--- config.mk ---
export PLATFORM = sky130hd
export DESIGN_NAME = led_fade_driver_flat
export DESIGN_NICKNAME = d
export VERILOG_FILES = /design/src/rtl/led_pkg.sv /design/src/rtl/led_fade_driver_if.sv /design/src/rtl/led_fade_lane.sv /design/src/rtl/led_fade_driver.sv /design/src/flat_wrapper.sv
export SDC_FILE = /design/constraint.sdc
export NUM_CORES = 1
export LEC_CHECK = 0
export CORE_ASPECT_RATIO = 1.5
export CORE_MARGIN = 2
export CORE_UTILIZATION = 31
export CTS_CLUSTER_DIAMETER = 30
export DETAILED_ROUTE_END_ITERATION = 10
export PLACE_DENSITY = 0.45
export SLEW_MARGIN = 20
export SYNTH_ARGS = -nofsm -noshare
export SYNTH_HDL_FRONTEND = slang
export SYNTH_HIERARCHICAL = 1
export SYNTH_SLANG_ARGS = --single-unit
--- constraint.sdc ---
create_clock -name clk_i -period 1.96 [get_ports clk_i]
set_input_delay 0.49 -clock clk_i [delete_from_list [all_inputs] [get_ports clk_i]]
set_output_delay 0.49 -clock clk_i [all_outputs]
set_load 0.02 [all_outputs]
--- src/rtl/led_pkg.sv ---
// Shared definitions for the LED pattern path: lane count, default PWM width
// and the per-lane types used by the generator and the fade driver.
package led_pkg;

  localparam int unsigned LED_NUM      = 4;
  localparam int unsigned PWM_BITS_DEF = 8;

  typedef logic [PWM_BITS_DEF-1:0] level_t;
  typedef logic [LED_NUM-1:0]      lane_vec_t;

endpackage

--- src/rtl/led_fade_driver_if.sv ---
// Lane request / LED drive bundle between the pattern generator and the fade driver.
interface led_fade_driver_if;
  import led_pkg::*;

  lane_vec_t mode_i;
  lane_vec_t led_o;

  modport master (output mode_i, input led_o);
  modport slave  (input mode_i, output led_o);

endinterface

--- src/rtl/led_fade_lane.sv ---
// One LED lane: brightness level with saturating decay, PWM compare and output flop.
module led_fade_lane
  import led_pkg::*;
#(
  parameter int unsigned PWM_BITS   = PWM_BITS_DEF,
  parameter int unsigned DECAY_STEP = 32
) (
  input  logic                clk_i,
  input  logic                rst_n,
  input  logic                mode,
  input  logic                tick,
  input  logic [PWM_BITS-1:0] pwm_cnt,
  output logic                led
);

  localparam logic [PWM_BITS-1:0] FULL = '1;
  localparam logic [PWM_BITS-1:0] STEP = PWM_BITS'(DECAY_STEP);

  logic [PWM_BITS-1:0] level;

  // Level register: a lit request loads full scale and beats a coincident decay tick.
  always_ff @(posedge clk_i or negedge rst_n) begin
    if (!rst_n) begin
      level <= '0;
    end else if (mode) begin
      level <= FULL;
    end else if (tick) begin
      level <= (level > STEP) ? (level - STEP) : '0;
    end
  end

  // Registered PWM output: on while the level exceeds the shared counter.
  always_ff @(posedge clk_i or negedge rst_n) begin
    if (!rst_n) begin
      led <= 1'b0;
    end else begin
      led <= (level > pwm_cnt);
    end
  end

endmodule

--- src/rtl/led_fade_driver.sv ---
// Drives the board LEDs from the generator's mode vector; lanes lit by mode
// show full brightness and fade out in fixed steps once their bit drops.
module led_fade_driver
  import led_pkg::*;
#(
  parameter int unsigned PWM_BITS   = PWM_BITS_DEF,
  parameter int unsigned DECAY_DIV  = 65536,
  parameter int unsigned DECAY_STEP = 32
) (
  input  logic               clk_i,
  input  logic               rst_n,
  led_fade_driver_if.slave   bus
);

  localparam int unsigned         DIV_W    = (DECAY_DIV > 2) ? $clog2(DECAY_DIV) : 1;
  localparam logic [DIV_W-1:0]    DIV_LAST = DIV_W'(DECAY_DIV - 1);
  localparam logic [PWM_BITS-1:0] PWM_LAST = {{(PWM_BITS-1){1'b1}}, 1'b0};

  logic [PWM_BITS-1:0] pwm_cnt;
  logic [DIV_W-1:0]    div_cnt;
  logic                tick;
  logic [LED_NUM-1:0]  led_vec;

  // PWM counter: 0 .. 2^PWM_BITS-2 so that full level stays on every cycle.
  always_ff @(posedge clk_i or negedge rst_n) begin
    if (!rst_n) begin
      pwm_cnt <= '0;
    end else if (pwm_cnt == PWM_LAST) begin
      pwm_cnt <= '0;
    end else begin
      pwm_cnt <= pwm_cnt + 1'b1;
    end
  end

  // Decay prescaler: wraps after DECAY_DIV cycles.
  always_ff @(posedge clk_i or negedge rst_n) begin
    if (!rst_n) begin
      div_cnt <= '0;
    end else if (div_cnt == DIV_LAST) begin
      div_cnt <= '0;
    end else begin
      div_cnt <= div_cnt + 1'b1;
    end
  end

  // One-cycle decay strobe shared by all lanes.
  always_comb begin
    tick = (div_cnt == DIV_LAST);
  end

  for (genvar i = 0; i < LED_NUM; i++) begin : g_lane
    led_fade_lane #(
      .PWM_BITS   (PWM_BITS),
      .DECAY_STEP (DECAY_STEP)
    ) u_lane (
      .clk_i   (clk_i),
      .rst_n   (rst_n),
      .mode    (bus.mode_i[i]),
      .tick    (tick),
      .pwm_cnt (pwm_cnt),
      .led     (led_vec[i])
    );
  end

  assign bus.led_o = led_vec;

endmodule

--- src/flat_wrapper.sv ---
// flat-port wrapper written by rule: the top's interface ports become plain ports
module led_fade_driver_flat import led_pkg::*;
#(
  parameter int unsigned PWM_BITS   = PWM_BITS_DEF,
  parameter int unsigned DECAY_DIV  = 65536,
  parameter int unsigned DECAY_STEP = 32
)
  (clk_i, rst_n, bus_mode_i, bus_led_o);
  led_fade_driver_if bus_i ();
  input  logic clk_i;
  input  logic rst_n;
  input wire logic [$bits(bus_i.mode_i)-1:0] bus_mode_i;
  output wire logic [$bits(bus_i.led_o)-1:0] bus_led_o;
  assign bus_i.mode_i = bus_mode_i;
  assign bus_led_o = bus_i.led_o;
  led_fade_driver #(.PWM_BITS(PWM_BITS), .DECAY_DIV(DECAY_DIV), .DECAY_STEP(DECAY_STEP)) u_core (.clk_i(clk_i), .rst_n(rst_n), .bus(bus_i));
endmodule
==> results.md <==
* Yosys reg bits at 44
* Mapped Area at 0.00276 sq mm
* Clk slew on worst S/H paths at ~60 ps
* Vias per Instance at between 4 and 5
* Vias at between 2000 and 2500
* Die Area at ~0.0097 sq mm
* Final non-filler cell area at about 0.0032 sq mm
* Routed Wire Length at 5.57 mm
* VDD IR max at between 0.3 and 0.4 mV
* CP top delay family: simple AND/OR/NAND/NOR gates
* DRC Markers at 0
* Clock root buffer: clkbuf_16
* Placed cell count at just over 400
* Relative slew slack at between 60% and 70%
* Vias in the first global route at between 2000 and 2500
* Worst-Margin Slew at approximately 530 ps
* # diodes at 0
* Antenna-violating nets left at 0
* Final HPWL DP at between 4 and 5 mm
* Net count after synthesis at 333
* # setup viols final at 0
* Pins over their slew limit at 0
* Clk_lat worst skew at about 290 ps
* Layout cells sized above 1 at between 5 and 6%
* CTS tree: yes
* Ports at 10
* EDFF count, synth at 0
* Final nets at roughly 350
* Worst reg2reg path depth at 8
* Reg2Reg Setup Slack at just over 200 ps
* FMAX at around 570 MHz
* Seq/Total Area, Yosys at roughly two fifths
* Ys async rst share at 100%
* Clock Tree Buf Depth at 2
* H-Tree Level Count at 2
* Most frequent cell after synthesis: inv_1
* Hold Crit Class: in2async
* Post-synth top cells: inv_1 (46), dfrtp_1 (44), ha_1 (39)
* Top cell type's share of synthesized area at 39.9%
* Die W at about 81 um
* Hold Fails Final Rpt at 0
* Startpoint types: flop
* CTS resizes at 0
* # rows at 42
* First-pass GRT wire length at about 10 mm
* Power Dens Cells at ~560 mW/mm^2
* Initial drt markers at 52
* IO Port Bufs at 9
* 1st-pass router iterations at 4
* Crit path arrival time at 1920 ps
* CTS Sinks at between 40 and 50
* Worst Setup End Kind: flop
* Cell Area, Placed at ~0.003 sq mm
* Post-CTS Hold Buffers at 0
* Initial core utilization at 31.7%
* Largest area contributor in the netlist: dfrtp_1
* Initial antenna violation count at 0
* Max stage delay on crit path at 400 ps
* Setup crit start: u_core/div_cnt[0]
* Outcome: finished clean
* Largest net degree at the start of global routing at 27
* Syn_area_per_cell at 9.59 sq um
* Required time worst endpoint at about 2100 ps
* RR Startpoint: u_core/div_cnt[0]
* P_leak at 1.40 nW
* Crit path buf inv count at 2
* Min cycle time layout at roughly 1800 ps
* Synth warn at 6
* Main flop type after synthesis: dfrtp_1
* RSZ-0062 raised after global routing: false
* Gp weighted congestion at between 0.7 and 0.8
* Area grow syn2layout at 15.4%
* Largest cells by area after synthesis: dfrtp_1 (40%), ha_1 (18%), inv_1 (6.3%), xnor2_1 (3.5%), xor2_1 (3.5%)
* Synth unique cells at 28
* Synth Instances at 288
* Finished Layout Cells at about 420
* Slowest CP cell: dfrtp_1
* Num CTS Buffers at 5
* Clock skew at approximately 2 ps
* Total negative slack at 0 ps
* Period utilization at 89.5%
* Crit path max fanout at 21
* Filler cells at between 900 and 1000
* Post-CTS Setup Inserts at 0
* Avg WL per Cell at between 10 and 15 um
* Die Ht at 120 um
* R2R Path End: u_core/g_lane[1].u_lane/level[5]
* Total track usage at a little over an eighth
* Critical-path cell list: ha_4 -> nand3_2 -> or2_4 -> nor4_4 -> buf_12 -> inv_1 -> a21oi_1 -> o31ai_1
* Area of the core at about 0.0087 sq mm
* Max-cap violations at 0
* Critical path class: reg2reg
* Remaining Overflow, GRT at 0
-- where the power goes --
| group | internal, W | switching [W] | total (W) | leakage (nW) |
|---|---|---|---|---|
| Clock | 0.000509 | 0.000346 | 0.000855 | 0.0712 |
| Sequential | 0.000908 | 0.000000000000000000394 | 0.000908 | 0.481 |
| Combinational | 0.0000130 | 0.0000231 | 0.0000361 | 0.845 |
| Total | 0.00143 | 0.000369 | 0.00180 | 1.40 |
-- metrics by stage --
step	setup slack (ps)	power, W	hold slack, ps	utilization (%)
2_1_floorplan	0.591	0.000927	194	-
3_3_place_gp	246	0.000964	470	34.9
3_5_place_dp	184	0.000964	469	34.9
4_1_cts	188	0.00184	174	36.6
5_1_grt	52.4	0.00187	191	36.6
6_report	206	0.00180	158	36.6
-- logic make-up (layout without fill, tap and decap cells) --
logic type | after synthesis | count (layout) | synth area share [%]
AND/OR/NAND/NOR | 81 | 81 | 15.7
adder cells (fa/ha/maj) | 39 | 39 | 17.7
flip-flops | 44 | 44 | 39.9
XOR/XNOR | 22 | 22 | 6.97
AO/OA/AOI/OAI | 56 | 56 | 13.6
buffers and inverters | 46 | 65 | 6.25
-- worst max path at each step --
stage	to	depth (start not counted)
after floorplan	u_core/g_lane[0].u_lane/level[5]	7
after global placement	u_core/g_lane[2].u_lane/level[6]	8
after detailed placement	u_core/g_lane[3].u_lane/level[6]	7
after CTS	u_core/g_lane[1].u_lane/level[5]	8
after global routing	u_core/g_lane[0].u_lane/level[5]	7
final	u_core/g_lane[1].u_lane/level[5]	8
-- routing by layer --
| layer | up-vias | GRT usage [%] | share of wire, % |
|---|---|---|---|
| met4 | 0 | 6.36 | 2.0 |
| li1 | 1023 | - | - |
| met1 | 974 | 16.0 | 45 |
| met3 | 7 | 2.26 | 1.6 |
| met2 | 9 | 23.8 | 52 |
| met5 | - | 0 | 0 |
-- placed cells by master (no fill, tap or decap), types with 5 or more instances in the layout --
| master | count |
|---|---|
| nor2b_1 | 5 |
| inv_1 | 46 |
| ha_1 | 38 |
| clkdlybuf4s50_1 | 8 |
| nor2_1 | 25 |
| o21ai_0 | 10 |
| nand4_1 | 7 |
| dfrtp_1 | 44 |
| nand2_1 | 11 |
| o31ai_1 | 8 |
| xnor2_1 | 11 |
| a21oi_1 | 18 |
| nand3_1 | 9 |
| clkbuf_16 | 5 |
| xor2_1 | 11 |
-- sequential cells by signal, indices dropped and copies added (netlist names) --
signal,cells
u_core/div_cnt,16
u_core/g_lane.u_lane/level,16
u_core/pwm_cnt,8
u_core/g_lane.u_lane/led,4
-- final cells by class --
cell class	instances	area, sq um	area share, %
clock buffers	8	146	4.59
inverters	46	173	5.41
multi-input cells	198	1510	47.2
flip-flops and latches	44	1100	34.5
well taps	110	138	4.32
repair buffers	11	125	3.92
-- worst reg2reg max path: cells and delay by family (launching register included) --
family / cells / cell delay, ps
AO/OA/AOI/OAI: 2 / 220
flip-flops: 1 / 400
AND/OR/NAND/NOR: 3 / 550
adder cells (fa/ha/maj): 1 / 170
buffers and inverters: 2 / 300
(Power assumes the default switching activity.)
==> RTL edit 1 (same settings) <==
Change the package constant `PWM_BITS_DEF` from 8 to 7.
--- a/src/rtl/led_pkg.sv
+++ b/src/rtl/led_pkg.sv
@@ -4,5 +4,5 @@
 
   localparam int unsigned LED_NUM      = 4;
-  localparam int unsigned PWM_BITS_DEF = 8;
+  localparam int unsigned PWM_BITS_DEF = 7;
 
   typedef logic [PWM_BITS_DEF-1:0] level_t;
Check against the original RTL: same outputs for any inputs over 10 cycles, from zero or initial values and one cycle with rst_n low; that may be too few to reach the edited logic, so the function may still have changed.
==> RTL edit 1 against the unedited design <==
- sequential cell count shrank 5
- maximum frequency shrank 2.9%
- via count shrank 12%
- wire length shrank 13%
- setup slack lost 0.052 ns
- combinational power shrank 17%
- synthesized area shrank 9.3%
- largest power group is now clock
- final cell count shrank 8.2%
- total power grew 4.9%
- cell area shrank 7.8%
- critical endpoint unchanged
- largest cell class unchanged
==> RTL edit 1: results (changes against the unedited design) <==
| Metric | Value |
|---|---|
| Final HPWL DP | 3.59 mm (-11%) |
| Worst Tran Pin Value | 0.520 ns (-0.00827 ns) |
| Number of antenna violations at the first check in global routing | 0 (unchanged) |
| Average wire per standard cell | 12.6 um (-5.5%) |
| Data arrival time of the critical path | 1.97 ns (+0.05 ns) |
| Most frequent cells after synthesis | 44 x sky130_fd_sc_hd__inv_1, 39 x sky130_fd_sc_hd__dfrtp_1, 35 x sky130_fd_sc_hd__ha_1 |
| Internal power summed over all cells | 1.54 mW (+8.0%) |
| Worst-path clk slew | 0.06 ns (about the same) |
| Result of the run | complete, no violations |
| Maximum clock insertion buffer count | 2 (unchanged) |
| Worst-path maximum fanout | 7 (-67%) |
| Clock latency at the later pin of the worst-skew pair | 0.28 ns |
| Wire length of the first global-routing pass | 8.68 mm (-14%) |
| IO Port Bufs | 9 (unchanged) |
| Number of inserted diodes | 0 (unchanged) |
| Cell Area, Placed | 2740 sq um (-9.9%) |
| Number of instances resized during post-cts repair | 0 (unchanged) |
| Fillcell total | 865 (-5.9%) |
| Pre-antenna DRT Iters | 4 (unchanged) |
| Post-CTS Setup Bufs | 0 (unchanged) |
| FF-to-FF setup slack | 0.15 ns (-0.05 ns) |
| Cell at the root of the clock tree | sky130_fd_sc_hd__clkbuf_16 |
| Vias in the first global route | 1874 (-12%) |
| Largest registers | u_core/div_cnt (16), u_core/g_lane.u_lane/level (12), u_core/pwm_cnt (7) |
| Fin nets | 318 (-9.4%) |
| Largest net degree at the start of global routing | 40 (+48%) |
| Static leakage | 1.31 nW (-6.4%) |
| Total number of H-tree levels | 2 (unchanged) |
| R2r startpoint | u_core/div_cnt[2] |
| Share of the yosys chip area belonging to registers | 0.390 (-0.00894) |
| Setup clock skew after layout | 0.00716 ns (+0.00516 ns) |
| Worst-case reg-to-reg path depth | 7 (-1) |
| Worst Hold Slack | 0.272 ns (+0.113 ns) |
| Final weighted congestion in routability-driven placement | 0.750 (-4.6%) |
| Hold/Removal Path Class | in2async |
| Number of cells after detailed placement | 375 (-8.3%) |
| Yosys warning total | 6 (unchanged) |
| Commonest register cell after synthesis | sky130_fd_sc_hd__dfrtp_1 |
| Total via count after detailed routing | 1768 (-12%) |
| Count of distinct cell types in the synthesized netlist | 29 (+3.6%) |
| Fraction of layout cells with a size suffix above 1 | 0.104 (+0.0457) |
| Post-detailed-routing wire length | 4.84 mm (-13%) |
| Post-Synthesis Net Count | 301 (-9.6%) |
| Async S/R FF share, synth | 1.00 (unchanged) |
| Reg2reg end | u_core/g_lane[1].u_lane/level[5] |
| Peak VDD IR | 0.000440 V (+42%) |
| Number of violations reported at the end of detailed-routing iteration 0 | 89 (+71%) |
| Total routing usage reported by global routing | 0.124 (-0.0128) |
| TritonCTS Buffers | 5 (unchanged) |
| Avg Inst Size Synth | 9.63 sq um (+0.43%) |
| Largest cells by area after synthesis | sky130_fd_sc_hd__dfrtp_1 39%, sky130_fd_sc_hd__ha_1 17%, sky130_fd_sc_hd__inv_1 6.6%, sky130_fd_sc_hd__nand3_1 3.6%, sky130_fd_sc_hd__xor2_1 3.5% |
-- RTL edit 1: kinds of logic after synthesis --
group | after synthesis | synth area share
fa+ha+maj | 35 | 0.175
xor+xnor | 17 | 0.0594
simple gates | 75 | 0.170
buf+inv | 46 | 0.0719
flops | 39 | 0.390
compound gates | 48 | 0.134
-- RTL edit 1: layout make-up --
cell class | instances | area, sq um | share of cell area
inverter | 44 | 165 | 0.0561
timing repair buffer | 12 | 120 | 0.0408
multi-input combinational | 175 | 1360 | 0.462
clock inverter | 2 | 60.1 | 0.0204
tap | 105 | 131 | 0.0447
sequential | 39 | 976 | 0.332
clock buffer | 6 | 129 | 0.0438
-- RTL edit 1: how the worst max path moves through the flow --
stage,end,depth (start not counted),slack [ns],from
floorplan,u_core/g_lane[0].u_lane/level[5],7,-0.07,u_core/div_cnt[7]
global placement,u_core/g_lane[1].u_lane/level[5],7,0.19,u_core/div_cnt[0]
detailed placement,u_core/g_lane[1].u_lane/level[5],7,0.15,u_core/div_cnt[0]
CTS,u_core/g_lane[1].u_lane/level[5],7,0.14,u_core/div_cnt[0]
global route,u_core/g_lane[1].u_lane/level[5],7,0.005,u_core/div_cnt[2]
finish,u_core/g_lane[1].u_lane/level[5],7,0.15,u_core/div_cnt[2]
-- RTL edit 1: routing by layer --
layer | vias to the layer above | track usage | wire (um)
met5 | - | 0 | 0
met4 | 0 | 0.0405 | 40
met3 | 2 | 0.0244 | 87
met2 | 10 | 0.220 | 2550
met1 | 839 | 0.150 | 2160
li1 | 917 | - | -
-- RTL edit 1: per-stage QoR --
step,total power [mW],setup TNS (ns)
CTS,1.92,0
finish,1.89,0
floorplan,0.820,-0.468
global route,1.95,0
global placement,0.851,0
detailed placement,0.852,0
-- RTL edit 1: critical path, cell delays in order, from the launching register on --
cell and delay [ns]:
sky130_fd_sc_hd__dfrtp_1 0.40, sky130_fd_sc_hd__and3_1 0.27, sky130_fd_sc_hd__nand4_4 0.17, sky130_fd_sc_hd__nor4_4 0.39, sky130_fd_sc_hd__buf_4 0.21, sky130_fd_sc_hd__inv_1 0.06
sky130_fd_sc_hd__a21oi_1 0.11, sky130_fd_sc_hd__o31ai_1 0.08
-- RTL edit 1: power by group through the flow --
stage / registers [mW] / logic, mW / clock network (mW)
global route: 0.805 / 0.0350 / 1.11
floorplan: 0.820 / 0.000200 / 0
global placement: 0.820 / 0.0317 / 0
finish: 0.805 / 0.0298 / 1.05
detailed placement: 0.820 / 0.0322 / 0
CTS: 0.805 / 0.0322 / 1.08
==> RTL edit 2 (same flow settings) <==
Without the edit above. Make the reset (`rst_n`) synchronous in 4 clocked blocks.
--- a/src/rtl/led_fade_lane.sv
+++ b/src/rtl/led_fade_lane.sv
@@ -20,5 +20,5 @@
 
   // Level register: a lit request loads full scale and beats a coincident decay tick.
-  always_ff @(posedge clk_i or negedge rst_n) begin
+  always_ff @(posedge clk_i) begin
     if (!rst_n) begin
       level <= '0;
@@ -31,5 +31,5 @@
 
   // Registered PWM output: on while the level exceeds the shared counter.
-  always_ff @(posedge clk_i or negedge rst_n) begin
+  always_ff @(posedge clk_i) begin
     if (!rst_n) begin
       led <= 1'b0;
--- a/src/rtl/led_fade_driver.sv
+++ b/src/rtl/led_fade_driver.sv
@@ -23,5 +23,5 @@
 
   // PWM counter: 0 .. 2^PWM_BITS-2 so that full level stays on every cycle.
-  always_ff @(posedge clk_i or negedge rst_n) begin
+  always_ff @(posedge clk_i) begin
     if (!rst_n) begin
       pwm_cnt <= '0;
@@ -34,5 +34,5 @@
 
   // Decay prescaler: wraps after DECAY_DIV cycles.
-  always_ff @(posedge clk_i or negedge rst_n) begin
+  always_ff @(posedge clk_i) begin
     if (!rst_n) begin
       div_cnt <= '0;
Behaviour: differs if rst_n is asserted again (counterexample within 4 cycles, from zero or initial values and one cycle with rst_n low); with rst_n held inactive, the same outputs for 10 cycles.
==> RTL edit 2 against the unedited design <==
- wire length is 1.7% lower
- cell area down 1.5%
- maximum frequency fell by 2.1%
- setup slack lost 0.038 ns
- synthesized area shrank 3.9%
- sequential cell count stayed put
Power is not compared: it rests on default switching activity, and its combinational part moved more than twofold at a synthesized area within 25%.
==> RTL edit 2: results (changes against the unedited design) <==
| Metric | Value |
|---|---|
| Async S/R FF share, synth | 0 (-1.00) |
| Worst Hold Slack | 0.498 ns (+0.340 ns) |
| Most frequent cells after synthesis | 45 x sky130_fd_sc_hd__inv_1, 44 x sky130_fd_sc_hd__dfxtp_1, 39 x sky130_fd_sc_hd__ha_1 |
| Cell with the biggest individual delay on the critical path | sky130_fd_sc_hd__or4_1 |
| Fraction of area in clock buffers and inverters | 0.0486 (+0.00269) |
| Cell Area, Placed | 2990 sq um (-1.8%) |
| Wire length of the first global-routing pass | 9.60 mm (-5.3%) |
| Number of cells after detailed placement | 437 (+6.8%) |
| Data arrival time of the critical path | 1.97 ns (+0.05 ns) |
| Vias in the first global route | 2149 (+0.56%) |
| Seq area share | 0.280 (-0.0649) |
| R2r startpoint | u_core/div_cnt[1] |
| Worst setup path end | u_core/div_cnt[11] |
| Setup clock skew after layout | 0.00305 ns (+0.00105 ns) |
| Adder-cell share of the synthesized area | 0.184 (+0.00716) |
| Critical Path Source | u_core/div_cnt[1] |
| Xor/xnor cell area share of the yosys netlist | 0.0561 (-0.0137) |
| Post-synthesis instance area | 2660 sq um (-3.9%) |
| Seq Cell Count | 44 (unchanged) |
| Result of the run | complete, no violations |
| Avg Inst Size Synth | 8.56 sq um (-11%) |
| Shortest clock period the worst path allows after layout | 1.79 ns (+0.0378 ns) |
| Post-detailed-routing wire length | 5.48 mm (-1.7%) |
| Number of vias per cell after detailed routing | 4.81 (-0.30%) |
| Worst-path maximum fanout | 8 (-62%) |
| Slew Limit Headroom | 0.393 (-0.253) |
| P&R area growth vs syn | 18.3% |
| Share of the yosys chip area belonging to registers | 0.332 (-0.0668) |
[RTL edit 2: changes by cell type after synthesis, moves of 5 or more]
cell                       delta
sky130_fd_sc_hd__a21oi_1      +5
sky130_fd_sc_hd__dfrtp_1     -44
sky130_fd_sc_hd__dfxtp_1     +44
sky130_fd_sc_hd__nor2_1       -5
sky130_fd_sc_hd__nor3_1       +5
sky130_fd_sc_hd__o211ai_1     +8
sky130_fd_sc_hd__o21a_1      +16
sky130_fd_sc_hd__o21ai_0      +5
sky130_fd_sc_hd__o21ai_1      +5
sky130_fd_sc_hd__o31ai_1      -7
[RTL edit 2: routing by layer]
| metal | vias to the layer above | track usage | routed length, um |
|---|---|---|---|
| met1 | 984 | 0.140 | 2320 |
| met4 | 0 | 0.0496 | 83 |
| met5 | - | 0 | 0 |
| met3 | 6 | 0.0277 | 118 |
| met2 | 11 | 0.233 | 2960 |
| li1 | 1136 | - | - |
